### src/rtl/multdiv_pkg.sv
// Shared encodings and default timing constants for the multiply/divide sequencer.
package multdiv_pkg;

    // Width of the wait counter; must hold DEF_TIMEOUT.
    localparam int CNT_W       = 6;
    // Cycles after the start pulse before a unit ready level is trusted.
    localparam int DEF_MIN_LAT = 2;
    // BUSY cycles without a trusted ready before a forced exception completion.
    localparam int DEF_TIMEOUT = 40;

    typedef enum logic [1:0] {
        IDLE  = 2'd0,
        START = 2'd1,
        BUSY  = 2'd2,
        DONE  = 2'd3
    } state_t;

    typedef enum logic {
        OP_MULT = 1'b0,
        OP_DIV  = 1'b1
    } op_t;

    // Multiply has priority when both request lines are high.
    function automatic op_t decode_op(input logic is_mult);
        return is_mult ? OP_MULT : OP_DIV;
    endfunction

endpackage

### src/rtl/multdiv_wait_timer.sv
// Wait counter for the BUSY phase: cleared while the start pulse is out,
// counts BUSY cycles, and flags when unit ready may be trusted or the
// operation has overrun.
module multdiv_wait_timer
    import multdiv_pkg::*;
#(
    parameter int MIN_LAT = DEF_MIN_LAT,
    parameter int TIMEOUT = DEF_TIMEOUT
) (
    input  logic clk,
    input  logic reset_n,
    input  logic clr,
    input  logic en,
    output logic ge_min,
    output logic hit_timeout
);

    localparam logic [CNT_W-1:0] MIN_LAT_C = CNT_W'(MIN_LAT);
    localparam logic [CNT_W-1:0] TIMEOUT_C = CNT_W'(TIMEOUT);
    localparam logic [CNT_W-1:0] CNT_MAX   = '1;

    logic [CNT_W-1:0] count_reg;

    // Count enabled cycles; saturate rather than wrap so a stuck enable cannot alias back under MIN_LAT.
    always_ff @(posedge clk or negedge reset_n) begin
        if (!reset_n) begin
            count_reg <= '0;
        end else if (clr) begin
            count_reg <= '0;
        end else if (en && (count_reg != CNT_MAX)) begin
            count_reg <= count_reg + 1'b1;
        end
    end

    assign ge_min      = (count_reg >= MIN_LAT_C);
    assign hit_timeout = (count_reg >= TIMEOUT_C);

endmodule

### src/rtl/multdiv_ctrl.sv
// Sequencing front-end between the pipeline's multiply/divide requests and the
// iterative mult/div units: latches operands, fires a one-cycle start pulse,
// waits for a trusted ready (or times out), registers the result and strobes
// data_resultRDY for one cycle.
module multdiv_ctrl
    import multdiv_pkg::*;
#(
    parameter int WIDTH   = 32,
    parameter int MIN_LAT = DEF_MIN_LAT,
    parameter int TIMEOUT = DEF_TIMEOUT
) (
    input  logic             clk,
    input  logic             reset_n,
    input  logic             ctrl_MULT,
    input  logic             ctrl_DIV,
    input  logic [WIDTH-1:0] data_operandA,
    input  logic [WIDTH-1:0] data_operandB,
    output logic [WIDTH-1:0] data_result,
    output logic             data_exception,
    output logic             data_resultRDY,
    output logic             busy,
    output logic [WIDTH-1:0] op_a,
    output logic [WIDTH-1:0] op_b,
    output logic             mult_start,
    output logic             div_start,
    input  logic [WIDTH-1:0] mult_result,
    input  logic             mult_ready,
    input  logic             mult_ovf,
    input  logic [WIDTH-1:0] div_quot,
    input  logic             div_ready,
    input  logic             div_div0
);

    state_t           state_reg, state_next;
    op_t              op_reg, op_next;
    logic [WIDTH-1:0] op_a_reg, op_a_next;
    logic [WIDTH-1:0] op_b_reg, op_b_next;
    logic [WIDTH-1:0] result_reg, result_next;
    logic             exc_reg, exc_next;
    logic             mult_start_reg, mult_start_next;
    logic             div_start_reg, div_start_next;

    logic             req;
    logic             unit_ready;
    logic             timer_clr;
    logic             timer_en;
    logic             ge_min;
    logic             hit_timeout;

    assign req        = ctrl_MULT | ctrl_DIV;
    assign unit_ready = (op_reg == OP_MULT) ? mult_ready : div_ready;

    // The counter is held at zero for the whole START cycle, so the first BUSY cycle sees 0.
    assign timer_clr  = (state_reg == START);
    assign timer_en   = (state_reg == BUSY);

    multdiv_wait_timer #(
        .MIN_LAT (MIN_LAT),
        .TIMEOUT (TIMEOUT)
    ) u_wait_timer (
        .clk         (clk),
        .reset_n     (reset_n),
        .clr         (timer_clr),
        .en          (timer_en),
        .ge_min      (ge_min),
        .hit_timeout (hit_timeout)
    );

    // Next-state, operand latch, result capture and start-pulse generation.
    always_comb begin
        state_next      = state_reg;
        op_next         = op_reg;
        op_a_next       = op_a_reg;
        op_b_next       = op_b_reg;
        result_next     = result_reg;
        exc_next        = exc_reg;
        mult_start_next = 1'b0;
        div_start_next  = 1'b0;

        if (req) begin
            // A new request always wins: it starts from IDLE, aborts an op in
            // START/BUSY, or queues behind the strobe when it lands in DONE.
            state_next = START;
            op_next    = decode_op(ctrl_MULT);
            op_a_next  = data_operandA;
            op_b_next  = data_operandB;
        end else begin
            case (state_reg)
                IDLE: begin
                    state_next = IDLE;
                end
                START: begin
                    state_next = BUSY;
                end
                BUSY: begin
                    // A trusted ready beats the timeout if both occur on the same edge.
                    if (unit_ready && ge_min) begin
                        state_next = DONE;
                        if (op_reg == OP_MULT) begin
                            result_next = mult_result;
                            exc_next    = mult_ovf;
                        end else begin
                            result_next = div_quot;
                            exc_next    = div_div0;
                        end
                    end else if (hit_timeout) begin
                        state_next  = DONE;
                        result_next = '0;
                        exc_next    = 1'b1;
                    end
                end
                DONE: begin
                    state_next = IDLE;
                end
                default: begin
                    state_next = IDLE;
                end
            endcase
        end

        // Pulse the selected unit when entering START. A request landing in the
        // START cycle itself re-enters START; that unit was cleared one cycle
        // earlier and reads op_a/op_b live, so its pulse is not stretched.
        mult_start_next = (state_next == START) && (op_next == OP_MULT) && !mult_start_reg;
        div_start_next  = (state_next == START) && (op_next == OP_DIV)  && !div_start_reg;
    end

    // State, operand, result and start-pulse registers.
    always_ff @(posedge clk or negedge reset_n) begin
        if (!reset_n) begin
            state_reg      <= IDLE;
            op_reg         <= OP_MULT;
            op_a_reg       <= '0;
            op_b_reg       <= '0;
            result_reg     <= '0;
            exc_reg        <= 1'b0;
            mult_start_reg <= 1'b0;
            div_start_reg  <= 1'b0;
        end else begin
            state_reg      <= state_next;
            op_reg         <= op_next;
            op_a_reg       <= op_a_next;
            op_b_reg       <= op_b_next;
            result_reg     <= result_next;
            exc_reg        <= exc_next;
            mult_start_reg <= mult_start_next;
            div_start_reg  <= div_start_next;
        end
    end

    assign data_result    = result_reg;
    assign data_exception = exc_reg;
    assign data_resultRDY = (state_reg == DONE);
    assign busy           = (state_reg == START) || (state_reg == BUSY);
    assign op_a           = op_a_reg;
    assign op_b           = op_b_reg;
    assign mult_start     = mult_start_reg;
    assign div_start      = div_start_reg;

endmodule

### config.mk
export PLATFORM = sky130hd
export DESIGN_NAME = multdiv_ctrl
export DESIGN_NICKNAME = d
export VERILOG_FILES = /design/src/rtl/multdiv_pkg.sv /design/src/rtl/multdiv_wait_timer.sv /design/src/rtl/multdiv_ctrl.sv
export SDC_FILE = /design/constraint.sdc
export NUM_CORES = 1
export LEC_CHECK = 0
export CORE_ASPECT_RATIO = 1.4
export CORE_MARGIN = 1.5
export CORE_UTILIZATION = 36
export DETAILED_ROUTE_END_ITERATION = 10
export GPL_ROUTABILITY_DRIVEN = 0
export GPL_TIMING_DRIVEN = 0
export PLACE_DENSITY = 0.77
export REMOVE_ABC_BUFFERS = 1
export SYNTH_ARGS = -nofsm -noshare
export SYNTH_HDL_FRONTEND = slang
export SYNTH_SLANG_ARGS = --single-unit
### constraint.sdc
create_clock -name clk -period 1.6 [get_ports clk]
set_clock_uncertainty 0.15 [all_clocks]
set_input_delay 0.16 -clock clk [delete_from_list [all_inputs] [get_ports clk]]
set_output_delay 0.16 -clock clk [all_outputs]
set_load 0.02 [all_outputs]
---- After elaboration in Yosys (flattened, before gate mapping) ----
Index checks and enable logic that the tools add are counted.
word-level totals
  bits in registers ....................... 108
cells by class
  $add $sub $neg .......................... 1
  $lt $le $gt $ge ......................... 2
  equal/unequal tests ..................... 5
  multiplexer cells ....................... 15
  bitwise gates (word level) .............. 3
  reduce and logical (&&, ||, !) cells .... 14
operators by type and width
  operator             count
  $mux 32              3
  $mux 6               2
  $add 6x1->6 const B  1
  $ge 6x2->1 const B   1
  $ge 6x6->1 const B   1
  $logic_and 1x1->1    6
  $mux 1               6
  $mux 2               3
  $ne 6x6->1 const B   1
  $pmux 2 s3           1
  $eq 2x1->1 const B   2
  $eq 2x2->1 const B   2
  $reduce_bool 2->1    2
  $reduce_and 3->1     1
  $logic_not 1->1      2
  $logic_not 2->1      1
  $not 1->1            2
  $reduce_or 2->1      1
  $logic_or 1x1->1     1
  $or 1x1->1           1

---- Depth between registers and ports, before layout ----
Gate-level depths: netlist (run 1).
  depth in word-level cells ............... 8
  mapped depth ............................ 7
  gate-level depth less buffers ........... 6

---- Hierarchy ----
Synthesis (run 1) repeated with hierarchy kept, for this count alone.
second synthesis, totals
  cells, all modules ...................... 392
  area, all modules ....................... 5141.2 µm²
by module, submodules not included
  module              instances  cells each  area each (µm²)  sequential area each (µm²)
  multdiv_ctrl        1          346         4725.8           2552.4
  multdiv_wait_timer  1          46          415.4            150.1

---- Worst setup path before layout (run 1) ----
No wires, ideal clock.
  path kind ............................... register to register
  from .................................... reg u_wait_timer.count_reg[1]
  to ...................................... reg result_reg[20] (netlist: data_result[20])
  setup time .............................. 0.075 ns
  data arrival time ....................... 1.571 ns
  data required time ...................... 1.375 ns
  path slack .............................. -0.196 ns
  stages on the path, launching flop included .. 6
  path buffers ............................ 1
  clock period less this slack ............ 1.796 ns
  cells stage by stage .................... dfrtp_1 -> or4_1 -> a21o_1 -> nand4_4 -> buf_6 -> o2bb2ai_2
on the way
  word-level cells in the longest chain between the ends .. 4
ends and longest elaborated chain
  what                                line                      text
  from (decl)                         multdiv_wait_timer.sv:22  logic [CNT_W-1:0] count_reg;
  from (signal assigned)              multdiv_wait_timer.sv:31  count_reg <= count_reg + 1'b1;
  $ge 6x2->1                          multdiv_wait_timer.sv:35  assign ge_min = (count_reg >= MIN_LAT_C);
  $logic_and 1x1->1                   multdiv_ctrl.sv:97        if (unit_ready && ge_min) begin
  $reduce_bool 2->1 (no source line)  n/a
  $reduce_and 3->1 (no source line)   n/a
  to (signal assigned)                multdiv_ctrl.sv:144       result_reg <= result_next;
  to (decl)                           multdiv_ctrl.sv:38        logic [WIDTH-1:0] result_reg, result_next;
Parallel ways exist; a longest one is shown, timed or not.
A chain may end at the register's enable or synchronous reset.

---- Worst setup path after layout (run 1) ----
  from .................................... reg u_wait_timer.count_reg[1]
  to ...................................... reg exc_reg (netlist: data_exception)
on the way
  word-level cells in the longest chain between the ends .. 4
ends and longest elaborated chain
  what                                line                      text
  $ge 6x2->1                          multdiv_wait_timer.sv:35
  $logic_and 1x1->1                   multdiv_ctrl.sv:97
  $reduce_bool 2->1 (no source line)  n/a
  $reduce_and 3->1 (no source line)   n/a
  to (signal assigned)                multdiv_ctrl.sv:145       exc_reg <= exc_next;
  to (decl)                           multdiv_ctrl.sv:39        logic exc_reg, exc_next;
Parallel ways exist; a longest one is shown, timed or not.

==> reports/metrics.json, run 1 <==
{
  "run_status": "finished with violations",
  "violations_in_the_final_reports": "negative setup slack",
  "wire_length_of_the_first_global_routing_pass_um": 20400,
  "vias": 3643,
  "die-width_um": 98.1,
  "dp_hpwl_um": 9280,
  "final_hold_viol_count": 0,
  "yosys-mux-area-fraction_pct": 23.4,
  "worst_slew_pin_slew_ns": 0.699,
  "grt_setup_unrepaired": "yes",
  "synth-xor-area-share_pct": 0.384,
  "number_of_global_route_vias_before_repair": 3976,
  "core_area_sq_mm": 0.0124,
  "io_buffer_count": 236,
  "grt_max_degree": 58,
  "boundaryPins": 237,
  "postSynthAreaPerCell_sq_um": 14.8,
  "detailroute.wirelength.met3_um": 1240,
  "postRouteWirelength_um": 13600,
  "ys.flop_type": "dfrtp_1",
  "crit_fanout": 7,
  "num-fill-cells": 968,
  "clk_latency_ns": 0.33,
  "h_tree_level_count": 3,
  "top_layer_used": "met4",
  "synth_simple_gate_area_share_pct": 3.76,
  "tritoncts": "yes",
  "dp_slack_ns": -0.905,
  "synth_cell_types": 35,
  "grt_remaining_overflow": 0,
  "routed_via_density": 5.05,
  "setup_viol_count_final": 36,
  "cp-end-kind": "flop",
  "detailedRoute.firstPassIterationCount": 4,
  "max-cap-violations": 0,
  "grt_antenna_before_repair": 0,
  "power.density_cell_area_mw_per_mm2": 825,
  "drt-met1-wl_um": 4760,
  "drtIter0Drc": 52,
  "tritoncts.num_buffers": 9,
  "final_core_util_pct": 63.6,
  "cellLeakagePower_nw": 3.54,
  "number_of_clock_sinks": 108,
  "layout-drive-gt1-share_pct": 25.6,
  "drtAntennaViolNets": 0,
  "synth.yosys.warnings": 0,
  "netlist_area_sq_mm": 0.00456,
  "fmaxAchievable_mhz": 534,
  "initial_core_util_pct": 36.9,
  "final_max_slew_viol_count": 0,
  "antenna_cells": 0,
  "min-delay-path-class": "in -> reg",
  "post_drt_wl_per_cell_um": 18.9,
  "timing.final.crit_share_pct": 117,
  "seq_area_frac_synth_pct": 59.2,
  "synth_cells": 309,
  "timing.critical_path.required_ns": 1.71,
  "post_dp_cell_area_sq_mm": 0.00715,
  "arrival_ns": 1.98,
  "stdcell_count": 721,
  "synth_compound_gate_area_share_pct": 9.11,
  "drc": 0,
  "std_cell_rows": 48,
  "setup_ws_ns": -0.271,
  "layout.cells.most_common_list": "132 x clkdlybuf4s50_1, 106 x dfrtp_1, 100 x dlygate4sd2_1",
  "ctsRootBufferMaster": "clkbuf_16",
  "cts.reportedPaths.clkPinSlew_ns": 0.07,
  "bufs_on_longest_clock_path": 2,
  "global_route.usage.total_pct": 19.5,
  "finalPower_mw": 6.49,
  "timing_worst_setup_path_type": "reg -> reg",
  "max_slew_margin_pct": 53.4,
  "synth_async_sr_flop_share_pct": 100,
  "layout_commonest_cell": "clkdlybuf4s50_1",
  "worst_setup_path_start_kind": "flop",
  "post_synth_fa_ha_maj_area_fraction_pct": 1.37,
  "die-height_um": 136,
  "fp.dieArea_sq_mm": 0.0134,
  "postSynthRegisterBits": 108,
  "met2RoutedLength_um": 7350,
  "irDropWorstVdd_mv": 0.563,
  "number_of_enable_flip_flop_cells_after_synthesis": 0,
  "final_design_area_no_fill_sq_mm": 0.00787,
  "synth_top_family_by_area": "multiplexers",
  "min_period_ns": 1.87,
  "syn_to_final_growth_pct": 72.5,
  "final_nets": 708,
  "numPlacedInstances": 682
}
-- timing repair --
action                                 4_1_cts  5_1_grt
gates cloned                                 5        1
hold buffers                                 1        1
endpoints found under the hold margin       51        1
resized for setup                          124       29
setup endpoints to repair                  192       58
pin swaps                                    5       12
setup buffers                               13        4
-- per-stage QoR --
stage / hold slack [ns] / TNS (ns)
finish: 0.106 / -8.32
global route: 0.111 / -10.34
CTS: 0.0791 / -9.34
detailed placement: 0.0975 / -64.36
global placement: 0.277 / -889.82
floorplan: -0.286 / -270.14
-- where the power goes --
part	internal [mW]	switching (mW)	total, mW
Sequential	2.88	0.0734	2.95
Combinational	0.679	0.555	1.23
Clock	1.37	0.945	2.31
Total	4.92	1.57	6.49
-- metal layers --
layer	vias to the layer above	track usage, %
met3	23	7.10
met1	1787	19.0
met2	183	38.2
met4	0	5.09
met5	-	0
li1	1650	-
-- path summary, 6_finish.rpt --
kind | slack [ns] | end | cells after the start | startpoint
setup / recovery | -0.27 | data_exception | 6 | u_wait_timer.count_reg[1]
hold / removal | 0.11 | state_reg[1] | 2 | ctrl_MULT
setup reg to reg | -0.27 | data_exception | 6 | u_wait_timer.count_reg[1]
hold reg to reg | 0.31 | mult_start | 1 | mult_start
max in group asynchronous | 0.32 | data_result[6] | 3 | reset_n
min in group asynchronous | 0.27 | data_result[3] | 2 | reset_n
-- cells in the mapped netlist (2+ instances only) --
| library cell | n | area [sq um] |
|---|---|---|
| a21oi_1 | 2 | 10.0 |
| a31oi_1 | 2 | 12.5 |
| buf_2 | 8 | 40.0 |
| buf_6 | 3 | 33.8 |
| clkbuf_1 | 6 | 22.5 |
| dfrtp_1 | 108 | 2700 |
| ha_1 | 5 | 62.6 |
| inv_1 | 6 | 22.5 |
| mux2_2 | 64 | 721 |
| mux2i_1 | 33 | 330 |
| nand2_1 | 4 | 15.0 |
| nand3_1 | 4 | 20.0 |
| nor2_1 | 9 | 33.8 |
| nor3_1 | 4 | 20.0 |
| o2bb2ai_1 | 22 | 193 |
| o2bb2ai_2 | 10 | 150 |
-- cells by family (layout without fill, tap and decap cells) --
kind of cell / after synthesis / in the layout
multiplexers: 98 / 98
AO/OA/AOI/OAI: 42 / 42
buffers and inverters: 24 / 284
adder cells (fa/ha/maj): 5 / 5
flip-flops: 108 / 108
XOR/XNOR: 2 / 2
AND/OR/NAND/NOR: 30 / 32
-- critical path: stages (launching register included) --
cell and delay (ns):
dfrtp_1 0.38, or4_4 0.56, o2111ai_4 0.25, buf_12 0.16, buf_16 0.13, a211oi_2 0.04, a21oi_1 0.11
-- final cells by class --
cell class	count	area (sq um)	area share, %
clock buffer	11	233	2.96
inverter	6	22.5	0.286
multi-input combinational	179	1990	25.3
tap	150	188	2.39
timing repair buffer	263	2660	33.8
clock inverter	4	75.1	0.954
sequential	108	2710	34.4
Power figures use the tool's default switching activity.
==> run 2: changes to the inputs <==
PLACE_DENSITY = 0.76   (was 0.77)
RECOVER_POWER = 100   (was not set)
==> reports/metrics.json, run 2 (synthesized netlist as in run 1, its figures left out) <==
{
  "wire_length_of_the_first_global_routing_pass_um": 20500,
  "routed_via_density": 5.05,
  "final_nets": 710,
  "grt_setup_unrepaired": "yes",
  "layout.cells.most_common_list": "133 x clkdlybuf4s50_1, 106 x dfrtp_1, 99 x dlygate4sd2_1",
  "min_period_ns": 1.89,
  "number_of_clock_sinks": 108,
  "final_max_slew_viol_count": 0,
  "power.density_cell_area_mw_per_mm2": 854,
  "fp.dieArea_sq_mm": 0.0134,
  "min-delay-path-class": "in -> reg",
  "crit_path_top_delay_cell": "or4_4",
  "post_drt_wl_per_cell_um": 19.0,
  "worst_setup_path_start_kind": "flop",
  "io_buffer_count": 236,
  "bufs_on_longest_clock_path": 2,
  "setup_viol_count_final": 72,
  "grt_remaining_overflow": 0,
  "hold_slack_ns": 0.00120,
  "tritoncts": "yes",
  "detailedRoute.firstPassIterationCount": 4,
  "final_core_util_pct": 62.6,
  "irDropWorstVdd_mv": 0.434,
  "h_tree_level_count": 3,
  "antenna_cells": 0,
  "vias": 3646,
  "grt_antenna_before_repair": 0,
  "cts.reportedPaths.clkPinSlew_ns": 0.07,
  "grt_max_degree": 59,
  "worst_slew_pin_slew_ns": 0.731,
  "crit_chain": "or4_4 -> a21o_4 -> nand4_4 -> buf_12 -> o2bb2ai_1",
  "number_of_global_route_vias_before_repair": 3890,
  "timing.critical_path.required_ns": 1.71,
  "arrival_ns": 2.00,
  "dp_hpwl_um": 9380,
  "tritoncts.num_buffers": 9,
  "max_slew_margin_pct": 51.2,
  "std_cell_rows": 48,
  "ctsRootBufferMaster": "clkbuf_16",
  "fmaxAchievable_mhz": 529,
  "die-height_um": 136,
  "timing.final.crit_share_pct": 118,
  "layout-drive-gt1-share_pct": 25.5,
  "cp-end-kind": "flop",
  "drc": 0,
  "die-width_um": 98.1,
  "timing_worst_setup_path_type": "reg -> reg",
  "drtIter0Drc": 94,
  "boundaryPins": 237,
  "setup_ws_ns": -0.289,
  "syn_to_final_growth_pct": 69.7,
  "cellLeakagePower_nw": 3.52,
  "setup-tns-final_ns": -14.65,
  "final_hold_viol_count": 0,
  "critPathMaxStageDelay_ns": 0.57,
  "violations_in_the_final_reports": "negative setup slack",
  "layout_commonest_cell": "clkdlybuf4s50_1",
  "crit_fanout": 9,
  "drtAntennaViolNets": 0,
  "postRouteWirelength_um": 13700,
  "clk_latency_ns": 0.33,
  "core_area_sq_mm": 0.0124,
  "run_status": "finished with violations",
  "global_route.usage.total_pct": 19.6,
  "initial_core_util_pct": 36.9,
  "max-cap-violations": 0
}
run 2: final cells by class:
class	instances	area (sq um)
fill	1026	4630
sequential	108	2710
timing repair buffer	265	2580
multi-input combinational	179	1920
clock buffer	9	225
tap	150	188
clock inverter	5	103
inverter	6	22.5
run 2: stage by stage:
stage / power, mW / area (sq um) / setup slack (ns) / instances
2_1_floorplan: 3.49 / 4460 / -3.96 / 291
4_1_cts: 6.69 / 7610 / -0.247 / 712
3_5_place_dp: 4.28 / 7130 / -0.505 / 682
6_report: 6.61 / 7740 / -0.289 / 722
5_1_grt: 6.85 / 7740 / -0.320 / 722
3_3_place_gp: 4.23 / 7010 / -6.56 / 677
run 2: what timing repair did:
action / 4_1_cts / 5_1_grt
cloned: 3 / 1
gates resized for setup: 127 / 14
endpoints found under the hold margin: 50 / 0
pin swaps: 6 / 6
buffers inserted: 12 / 9
hold buffers: 1 / 0
endpoints found under the setup margin: 174 / 90
run 2: metal layers:
metal  up-vias  track usage [%]  routed length (um)
met3        23             6.58                1150
li1       1647                -                   -
met4         0             6.03                 317
met1      1803             20.5                4640
met2       173             36.9                7640
met5         -                0                   0
run 2: path summary, 6_finish.rpt:
kind                                                 from        endpoint  slack, ns  cells past startpoint
min in group asynchronous                         reset_n    state_reg[1]       0.30                      2
worst max register to register  u_wait_timer.count_reg[2]  data_result[4]      -0.29                      5
max in group asynchronous                         reset_n        op_a[14]       0.25                      3
worst max-delay path            u_wait_timer.count_reg[2]  data_result[4]      -0.29                      5
worst min register to register                 mult_start      mult_start       0.30                      1
worst min-delay path                            ctrl_MULT       div_start      0.001                      2
run 2: where the power goes:
part	total (mW)	switching (mW)	internal, mW
Combinational	1.20	0.541	0.659
Clock	2.46	0.953	1.51
Sequential	2.95	0.0721	2.88
run 2: worst max-delay path: cells and delay by family (launching register included):
family	cells	cell delay (ns)
AOI/OAI and AO/OA	2	0.40
and+or+nand+nor	2	0.71
DFF	1	0.41
buffers and inverters	1	0.15
==> run 3: changes to the inputs <==
RECOVER_POWER = not set   (was 100)
==> reports/metrics.json, run 3 (synthesized netlist as in run 1, its figures left out) <==
{
  "run_status": "finished with violations",
  "violations_in_the_final_reports": "negative setup slack",
  "power.density_cell_area_mw_per_mm2": 852,
  "fp.dieArea_sq_mm": 0.0134,
  "grt_max_degree": 59,
  "layout-drive-gt1-share_pct": 25.9,
  "p_seq_share_pct": 44.5,
  "finalPower_mw": 6.63,
  "routed_via_density": 5.08,
  "grt_remaining_overflow": 0,
  "regToRegEndpoint": "data_result[4]",
  "vias": 3665,
  "post_drt_wl_per_cell_um": 19.1,
  "setup_ws_ns": -0.288,
  "tritoncts.num_buffers": 9,
  "drc": 0,
  "core_area_sq_mm": 0.0124,
  "arrival_ns": 2.01,
  "h_tree_level_count": 3,
  "tritoncts": "yes",
  "final_hold_viol_count": 0,
  "drtIter0Drc": 92,
  "timing.critical_path.required_ns": 1.72,
  "r2r.worst_path.cells": 5,
  "min-delay-path-class": "in -> reg",
  "cellLeakagePower_nw": 3.53,
  "global_route.usage.total_pct": 19.6,
  "max_slew_margin_pct": 54.0,
  "fmaxAchievable_mhz": 530,
  "postRouteWirelength_um": 13800,
  "layout_commonest_cell": "clkdlybuf4s50_1",
  "detailedRoute.firstPassIterationCount": 4,
  "depth_of_the_worst_hold_timing_path": 2,
  "boundaryPins": 237,
  "final_nets": 710,
  "hold_sp": "ctrl_MULT",
  "timing_worst_setup_path_type": "reg -> reg",
  "grt_setup_unrepaired": "yes",
  "io_buffer_count": 236,
  "cts.reportedPaths.clkPinSlew_ns": 0.07,
  "worst_slew_pin_slew_ns": 0.689,
  "number_of_clock_sinks": 108,
  "final_max_slew_viol_count": 0,
  "wire_length_of_the_first_global_routing_pass_um": 20500,
  "number_of_global_route_vias_before_repair": 3890,
  "ctsRootBufferMaster": "clkbuf_16",
  "timing.final.crit_share_pct": 118,
  "max-cap-violations": 0,
  "clk_latency_ns": 0.34,
  "layout.cells.most_common_list": "133 x clkdlybuf4s50_1, 106 x dfrtp_1, 99 x dlygate4sd2_1",
  "die-width_um": 98.1,
  "antenna_cells": 0,
  "worst_setup_path_start_kind": "flop",
  "cell_internal_pwr_mw": 5.05,
  "switching_part_of_the_total_power_pct": 23.7,
  "die-height_um": 136,
  "min_period_ns": 1.89,
  "syn_to_final_growth_pct": 70.6,
  "dp_hpwl_um": 9380,
  "crit_fanout": 9,
  "clock_power_share_pct": 37.2,
  "irDropWorstVdd_mv": 0.442,
  "drtAntennaViolNets": 0,
  "worst-r2r-setup-slack_ns": -0.29,
  "std_cell_rows": 48,
  "initial_core_util_pct": 36.9,
  "combinational_share_of_power_pct": 18.3,
  "r2r-start": "u_wait_timer.count_reg[2]",
  "cp-end-kind": "flop",
  "power.net_switching_mw": 1.57,
  "hold_end": "div_start",
  "setup_viol_count_final": 38,
  "setup-tns-final_ns": -9.49,
  "bufs_on_longest_clock_path": 2,
  "grt_antenna_before_repair": 0
}
[run 3: timing repair]
| action | in CTS | in global routing |
|---|---|---|
| cloned | 3 | 1 |
| endpoints found under the setup margin | 174 | 90 |
| gates resized for setup | 127 | 14 |
| setup buffers | 12 | 9 |
| pin swaps | 6 | 6 |
| endpoints found under the hold margin | 50 | 0 |
| hold buffers | 1 | 0 |
[run 3: worst max-delay path by stage]
stage	endpoint	from	cells after the start	slack, ns
4_1_cts	data_result[12]	u_wait_timer.count_reg[2]	5	-0.25
6_report	data_result[4]	u_wait_timer.count_reg[2]	5	-0.29
3_3_place_gp	data_exception	ctrl_MULT	5	-6.56
5_1_grt	data_result[4]	u_wait_timer.count_reg[1]	5	-0.32
2_1_floorplan	data_exception	ctrl_MULT	4	-3.96
3_5_place_dp	data_result[14]	state_reg[0]	4	-0.51
[run 3: area by class of cell]
| class | count | area [sq um] |
|---|---|---|
| clock buffer | 9 | 225 |
| clock inverter | 5 | 103 |
| fill | 1020 | 4590 |
| inverter | 6 | 22.5 |
| multi-input combinational | 179 | 1940 |
| sequential | 108 | 2710 |
| tap | 150 | 188 |
| timing repair buffer | 265 | 2600 |
[run 3: stage by stage]
stage	area (sq um)	worst slack [ns]	instances	hold slack, ns	utilization [%]
2_1_floorplan	4460	-3.96	291	-0.286	-
3_3_place_gp	7010	-6.56	677	0.277	56.6
3_5_place_dp	7130	-0.505	682	0.103	57.7
4_1_cts	7610	-0.247	712	0.271	61.5
5_1_grt	7780	-0.320	722	0.0573	62.9
6_report	7780	-0.288	722	0.0480	62.9
[run 3: power groups by stage]
| stage | logic (mW) | registers [mW] | clock network (mW) |
|---|---|---|---|
| after floorplan | 0.290 | 3.20 | 0 |
| after detailed placement | 1.27 | 3.01 | 0 |
| after global routing | 1.29 | 2.96 | 2.61 |
| after CTS | 1.21 | 2.95 | 2.52 |
| after global placement | 1.21 | 3.02 | 0 |
| final | 1.21 | 2.95 | 2.47 |
[run 3: worst max-delay path: stages (launching register included)]
cell       delay (ns)
dfrtp_1          0.41
or4_4            0.57
a21o_4           0.29
nand4_4          0.14
buf_12           0.15
o2bb2ai_1        0.11
[run 3: per-layer routing]
layer,up-vias,global-route usage (%),wire [um]
met4,0,6.03,352
met3,24,6.58,1140
li1,1648,-,-
met5,-,0,0
met2,168,36.9,7640
met1,1825,20.5,4620
